`src/rtl/loader_pkg.sv`:
```
// Shared types and constants for the boot-time program loader.
package loader_pkg;

  typedef enum logic [2:0] {HDR, DATA, ACK, NAK, DONE, ERR_HALT} loader_state_t;

  localparam logic [7:0]  ACK_BYTE_DEF = 8'hAA;
  localparam logic [7:0]  NAK_BYTE_DEF = 8'hEE;
  localparam int unsigned WORD_BYTES   = 4;

endpackage

```
`src/rtl/word_assembler.sv`:
```
// Little-endian byte-to-word assembler; word/word_valid are combinational with the 4th byte
// so the consumer can register the result one cycle after the strobe.
module word_assembler
  import loader_pkg::*;
(
  input  logic        clk,
  input  logic        rst,
  input  logic        clear,
  input  logic        byte_valid,
  input  logic [7:0]  byte_in,
  output logic [1:0]  byte_cnt,
  output logic        word_valid,
  output logic [31:0] word
);

  logic [1:0]  cnt_q;
  logic [23:0] shift_q;

  always_ff @(posedge clk) begin
    if (rst || clear) begin
      cnt_q   <= 2'd0;
      shift_q <= 24'd0;
    end else if (byte_valid) begin
      cnt_q   <= cnt_q + 2'd1;
      shift_q <= {byte_in, shift_q[23:8]};
    end
  end

  assign byte_cnt   = cnt_q;
  assign word_valid = byte_valid && (cnt_q == 2'(WORD_BYTES - 1));
  assign word       = {byte_in, shift_q};

endmodule

```
`src/rtl/program_loader.sv`:
```
// Boot loader: length header plus instruction words from uart_rx into imem, then ACK/NAK
// to the host over uart_tx and release of the core.
module program_loader
  import loader_pkg::*;
#(
  parameter int unsigned IMEM_ADDR_W = 14,
  parameter int unsigned TIMEOUT_CYC = 4_340_000,
  parameter logic [7:0]  ACK_BYTE    = ACK_BYTE_DEF,
  parameter logic [7:0]  NAK_BYTE    = NAK_BYTE_DEF
) (
  input  logic                   clk,
  input  logic                   rst,
  input  logic [7:0]             rx_data,
  input  logic                   rx_valid,
  input  logic                   rx_ferr,
  output logic                   imem_we,
  output logic [IMEM_ADDR_W-1:0] imem_addr,
  output logic [31:0]            imem_wdata,
  output logic [7:0]             tx_data,
  output logic                   tx_start,
  input  logic                   tx_busy,
  output logic                   loading,
  output logic                   cpu_start,
  output logic                   load_err
);

  localparam logic [32:0]          CAPACITY = 33'(1) << IMEM_ADDR_W;
  localparam logic [IMEM_ADDR_W:0] CNT_ONE  = (IMEM_ADDR_W + 1)'(1);

  loader_state_t          state;
  logic [IMEM_ADDR_W:0]   word_cnt;
  logic [IMEM_ADDR_W:0]   len;
  logic [31:0]            timer;

  logic        collecting, hdr_idle, frame_err, timed_out, asm_valid, asm_clear;
  logic        word_valid;
  logic [1:0]  byte_cnt;
  logic [31:0] word;

  assign collecting = (state == HDR) || (state == DATA);
  // An idle loader (no header byte yet) neither times out nor reacts to framing errors.
  assign hdr_idle   = (state == HDR) && (byte_cnt == 2'd0);
  assign frame_err  = rx_valid && rx_ferr && collecting && !hdr_idle;
  assign timed_out  = collecting && !hdr_idle && (timer >= TIMEOUT_CYC);
  assign asm_valid  = rx_valid && !rx_ferr && collecting;
  assign asm_clear  = frame_err || timed_out;

  word_assembler u_word_assembler (
    .clk        (clk),
    .rst        (rst),
    .clear      (asm_clear),
    .byte_valid (asm_valid),
    .byte_in    (rx_data),
    .byte_cnt   (byte_cnt),
    .word_valid (word_valid),
    .word       (word)
  );

  always_ff @(posedge clk) begin
    if (rst) begin
      state      <= HDR;
      word_cnt   <= '0;
      len        <= '0;
      timer      <= 32'd0;
      imem_we    <= 1'b0;
      imem_addr  <= '0;
      imem_wdata <= 32'd0;
      tx_data    <= 8'd0;
      tx_start   <= 1'b0;
      loading    <= 1'b0;
      cpu_start  <= 1'b0;
      load_err   <= 1'b0;
    end else begin
      imem_we  <= 1'b0;
      tx_start <= 1'b0;

      if (rx_valid || !collecting) begin
        timer <= 32'd0;
      end else if (timer < TIMEOUT_CYC) begin
        timer <= timer + 32'd1;
      end

      unique case (state)
        HDR: begin
          if (asm_valid) loading <= 1'b1;
          if (frame_err || timed_out) begin
            state <= NAK;
          end else if (word_valid) begin
            if ({1'b0, word} > CAPACITY) begin
              state <= NAK;
            end else if (word == 32'd0) begin
              state <= ACK;
            end else begin
              len   <= word[IMEM_ADDR_W:0];
              state <= DATA;
            end
          end
        end
        DATA: begin
          if (frame_err || timed_out) begin
            state <= NAK;
          end else if (word_valid) begin
            imem_we    <= 1'b1;
            imem_addr  <= word_cnt[IMEM_ADDR_W-1:0];
            imem_wdata <= word;
            word_cnt   <= word_cnt + CNT_ONE;
          end else if (imem_we && (word_cnt == len)) begin
            state <= ACK;
          end
        end
        ACK: begin
          if (!tx_busy) begin
            tx_start  <= 1'b1;
            tx_data   <= ACK_BYTE;
            cpu_start <= 1'b1;
            loading   <= 1'b0;
            state     <= DONE;
          end
        end
        NAK: begin
          if (!tx_busy) begin
            tx_start <= 1'b1;
            tx_data  <= NAK_BYTE;
            load_err <= 1'b1;
            loading  <= 1'b0;
            state    <= ERR_HALT;
          end
        end
        DONE, ERR_HALT: state <= state;
        default: state <= HDR;
      endcase
    end
  end

endmodule

```
`config.mk`:
```
export PLATFORM = sky130hd
export DESIGN_NAME = program_loader
export DESIGN_NICKNAME = d
export VERILOG_FILES = /design/src/rtl/loader_pkg.sv /design/src/rtl/word_assembler.sv /design/src/rtl/program_loader.sv
export SDC_FILE = /design/constraint.sdc
export NUM_CORES = 1
export LEC_CHECK = 0
export ABC_AREA = 1
export CAP_MARGIN = 15
export CORE_UTILIZATION = 66
export CTS_BUF_LIST = sky130_fd_sc_hd__clkbuf_4 sky130_fd_sc_hd__clkbuf_8
export DETAILED_ROUTE_END_ITERATION = 7
export DONT_BUFFER_PORTS = 1
export GPL_TIMING_DRIVEN = 1
export PLACE_DENSITY = 0.88
export SYNTH_ARGS = -nofsm -noshare
export SYNTH_HDL_FRONTEND = slang
export SYNTH_SLANG_ARGS = --single-unit
```
`constraint.sdc`:
```
create_clock -name clk -period 2 [get_ports clk]
set_clock_uncertainty 0.05 [all_clocks]
set_input_delay 0.3 -clock clk [delete_from_list [all_inputs] [get_ports clk]]
set_output_delay 0.3 -clock clk [all_outputs]
set_load 0.1 [all_outputs]
```
==> run summary <==
Die Ht: 99.83 um
status: finished, violations left
I/O pin count: 72
Comb pwr share: 20.0%
number of antenna violations at the first check in global routing: 0
antenna viol nets, final: 0
CTS tree: done
Placeable Area: 0.009240 mm2
Seq/Total Area, Yosys: 45.64%
Fmax achieved: 0.4515 GHz
fin nets: 1,002
drt wl/cell: 21.07 um
via count: 7,313
Fin. Hold Viols: 0
maximum vdd drop: 0.001180 V
via/cell ratio: 6.495
vias in the first global route: 6,186
P_leak: 3.219 nW
count of pins over their slew limit: 0
worst slack, placed: -0.04353 ns
FP Rows: 35
slew margin rel.: 62.65%
yosys warns: 0
CP required: 2.31 ns
width of the die: 99.83 um
Routed WL: 23,720 um
top post-synthesis cells by area: dfxtp_1 (46%), nand2_1 (14%), a21oi_1 (8.7%)
Setup Viol. Count Final: 54
Initial Util: 68.35%
CTS clock-pin slew for the worst setup and hold paths: 0.11 ns
final core utilization: 85.01%
# Max-Cap Violations: 0
layout cell share with drive strength beyond 1: 20.96%
minimum clock period: 2.215 ns
largest net degree at the start of global routing: 41
cts bufs inserted: 17
CP endpoint kind: register
final setup margin: -0.2150 ns
Clk network pwr share: 35.3%
Worst Hold Class: input pin to register
htree depth: 4
period utilization: 110.8%
Worst-Margin Slew: 0.5596 ns
Synth top area share: 45.64%
worst hold slack: 0.01892 ns
failing checks: DRC, setup timing
Fill cells: 454
storage element area: 0.002898 mm2
Remaining DRCs: 13
Port Buffer Count: 0
Final GP Congestion: 0.9241
TritonRoute pass-1 iters: 8
Sw Ratio: 36.42%
die area: 0.009965 mm2
Int Pwr: 4.319 mW
multi-input logic area: 0.003027 mm2
Global Route Usage Sum: 36.99%
unrepaired setup endpoints after global routing: yes
Startpoint Class: register
Sink Count: 144
1st-iter DRT viols: 1,121
Syn-to-layout area delta: 24.37%
Net Switching: 2.474 mW
first-pass GRT wire length: 28,980 um
setup_tns: -2.918 ns
crit path DAT: 2.53 ns
Mapped Area: 0.006316 mm2
Seq pwr share: 44.7%
CTS root buf: clkbuf_8
average size of a mapped cell: 7.010 um2
count of state elements after synthesis: 144
grt ovf: 0
Post-Syn Instances: 901
crit path kind: register to register
worst-skew pair later-pin latency: 0.46 ns
CTS Buffer Depth: 2
ant diodes: 0
Crit Path Max Fanout: 11
pwr dens: 864.8 mW/mm2
post-synth top area cell: dfxtp_1
HPWL after DPL: 10,800 um
library cells used by synthesis: 35
## critical path: stages (launching register included)
cell and delay [ns]:
dfxtp_1 0.39, inv_1 0.08, ha_1 0.25, nand2_1 0.09, nand4_1 0.21, nand4_4 0.23, buf_4 0.26, nand2_1 0.27
a21oi_2 0.29
## area by class of cell
| type | instances | area share [%] |
|---|---|---|
| clock buffer | 17 | 2.979 |
| inverter | 111 | 5.416 |
| tap | 129 | 2.055 |
| multi-input combinational | 608 | 38.53 |
| sequential | 144 | 36.89 |
| clock inverter | 15 | 2.103 |
| timing repair buffer | 102 | 12.03 |
## metrics by stage
step | power [mW] | cell area, um2 | std cells
after floorplan | 4.044 | 6320 | 902
after global routing | 6.959 | 7855 | 1126
final | 6.793 | 7855 | 1126
after detailed placement | 4.227 | 6873 | 1069
after global placement | 4.197 | 6873 | 1069
after CTS | 6.544 | 7410 | 1111
## cell usage in the layout (no fill, tap or decap), types with 11 or more instances in the layout
master	synthesis	final
nand3_1	29	26
nor2_1	103	93
inv_1	107	101
o21ai_2	0	15
nand4_1	18	18
a21oi_1	110	99
a21oi_2	0	11
dfxtp_1	144	134
buf_4	10	82
o21ai_0	43	15
nor2_2	5	12
o21ai_1	6	18
nor3_1	32	25
nand2_1	228	224
clkbuf_8	0	17
## power by group through the flow
stage	Sequential (mW)	Combinational, mW	Clock (mW)
2_1_floorplan	3.25	0.794	0
3_3_place_gp	3.08	1.11	0
3_5_place_dp	3.09	1.14	0
4_1_cts	3.02	1.19	2.33
5_1_grt	3.04	1.42	2.50
6_report	3.04	1.36	2.40
## metal layers
layer	global-route usage, %	share of wire, %	up-vias	wire length (um)
li1	-	-	3033	-
met1	43.41	32	3287	7620
met2	63.29	45	705	10620
met3	8.565	13	288	3104
met4	19.00	10	0	2380
met5	0	0	-	0
## repair_timing
item                                    in CTS  in global routing
pin swaps                                    0                 12
gates cloned                                 1                  5
hold buffers                                 9                  1
endpoints found under the setup margin      15                 88
hold endpoints to repair                    45                  1
setup buffers                                0                  9
gates resized for setup                      1                107
## cells in the mapped netlist
cell,number
a21oi_1,110
and3_1,4
buf_1,1
buf_2,11
buf_4,10
buf_6,3
clkbuf_1,15
clkinv_1,1
clkinv_2,1
conb_1,1
dfxtp_1,144
ha_1,5
inv_1,107
inv_2,2
nand2_1,228
nand2_2,2
nand2_4,2
nand3_1,29
nand3_4,1
nand4_1,18
nand4_4,1
nor2_1,103
nor2_2,5
nor2_4,1
nor2_8,1
nor3_1,32
nor4_1,3
o211ai_1,1
o21a_1,1
o21ai_0,43
o21ai_1,6
o22ai_1,1
or3_1,1
xnor2_1,2
xor2_1,5
## flip-flops by register name (all words and copies together) (netlist names)
| signal | cells |
|---|---|
| cpu_start | 1 |
| imem_addr | 14 |
| imem_wdata | 32 |
| imem_we | 1 |
| len | 15 |
| load_err | 1 |
| loading | 1 |
| state | 3 |
| timer | 32 |
| tx_data | 2 |
| tx_start | 1 |
| u_word_assembler.byte_cnt | 2 |
| u_word_assembler.shift_q | 24 |
| word_cnt | 15 |
## logic make-up (layout without fill, tap and decap cells)
logic type	after synthesis	count (layout)	synth area share, %
other cells	1	2	0.05937
fa+ha+maj	5	5	0.9905
flops	144	144	45.64
xor+xnor	7	7	0.9707
simple gates	431	432	29.24
buf+inv	151	245	10.16
compound gates	162	162	12.94
## worst paths after layout
| kind | startpoint | end | slack [ns] | depth (start not counted) |
|---|---|---|---|---|
| setup / recovery | u_word_assembler.byte_cnt[0] | imem_wdata[7] | -0.22 | 8 |
| hold reg to reg | timer[31] | timer[31] | 0.38 | 2 |
| setup reg to reg | u_word_assembler.byte_cnt[0] | imem_wdata[7] | -0.22 | 8 |
| hold / removal | tx_busy | tx_data[5] | 0.02 | 2 |
No activity file was read; power rests on OpenSTA's default activity.
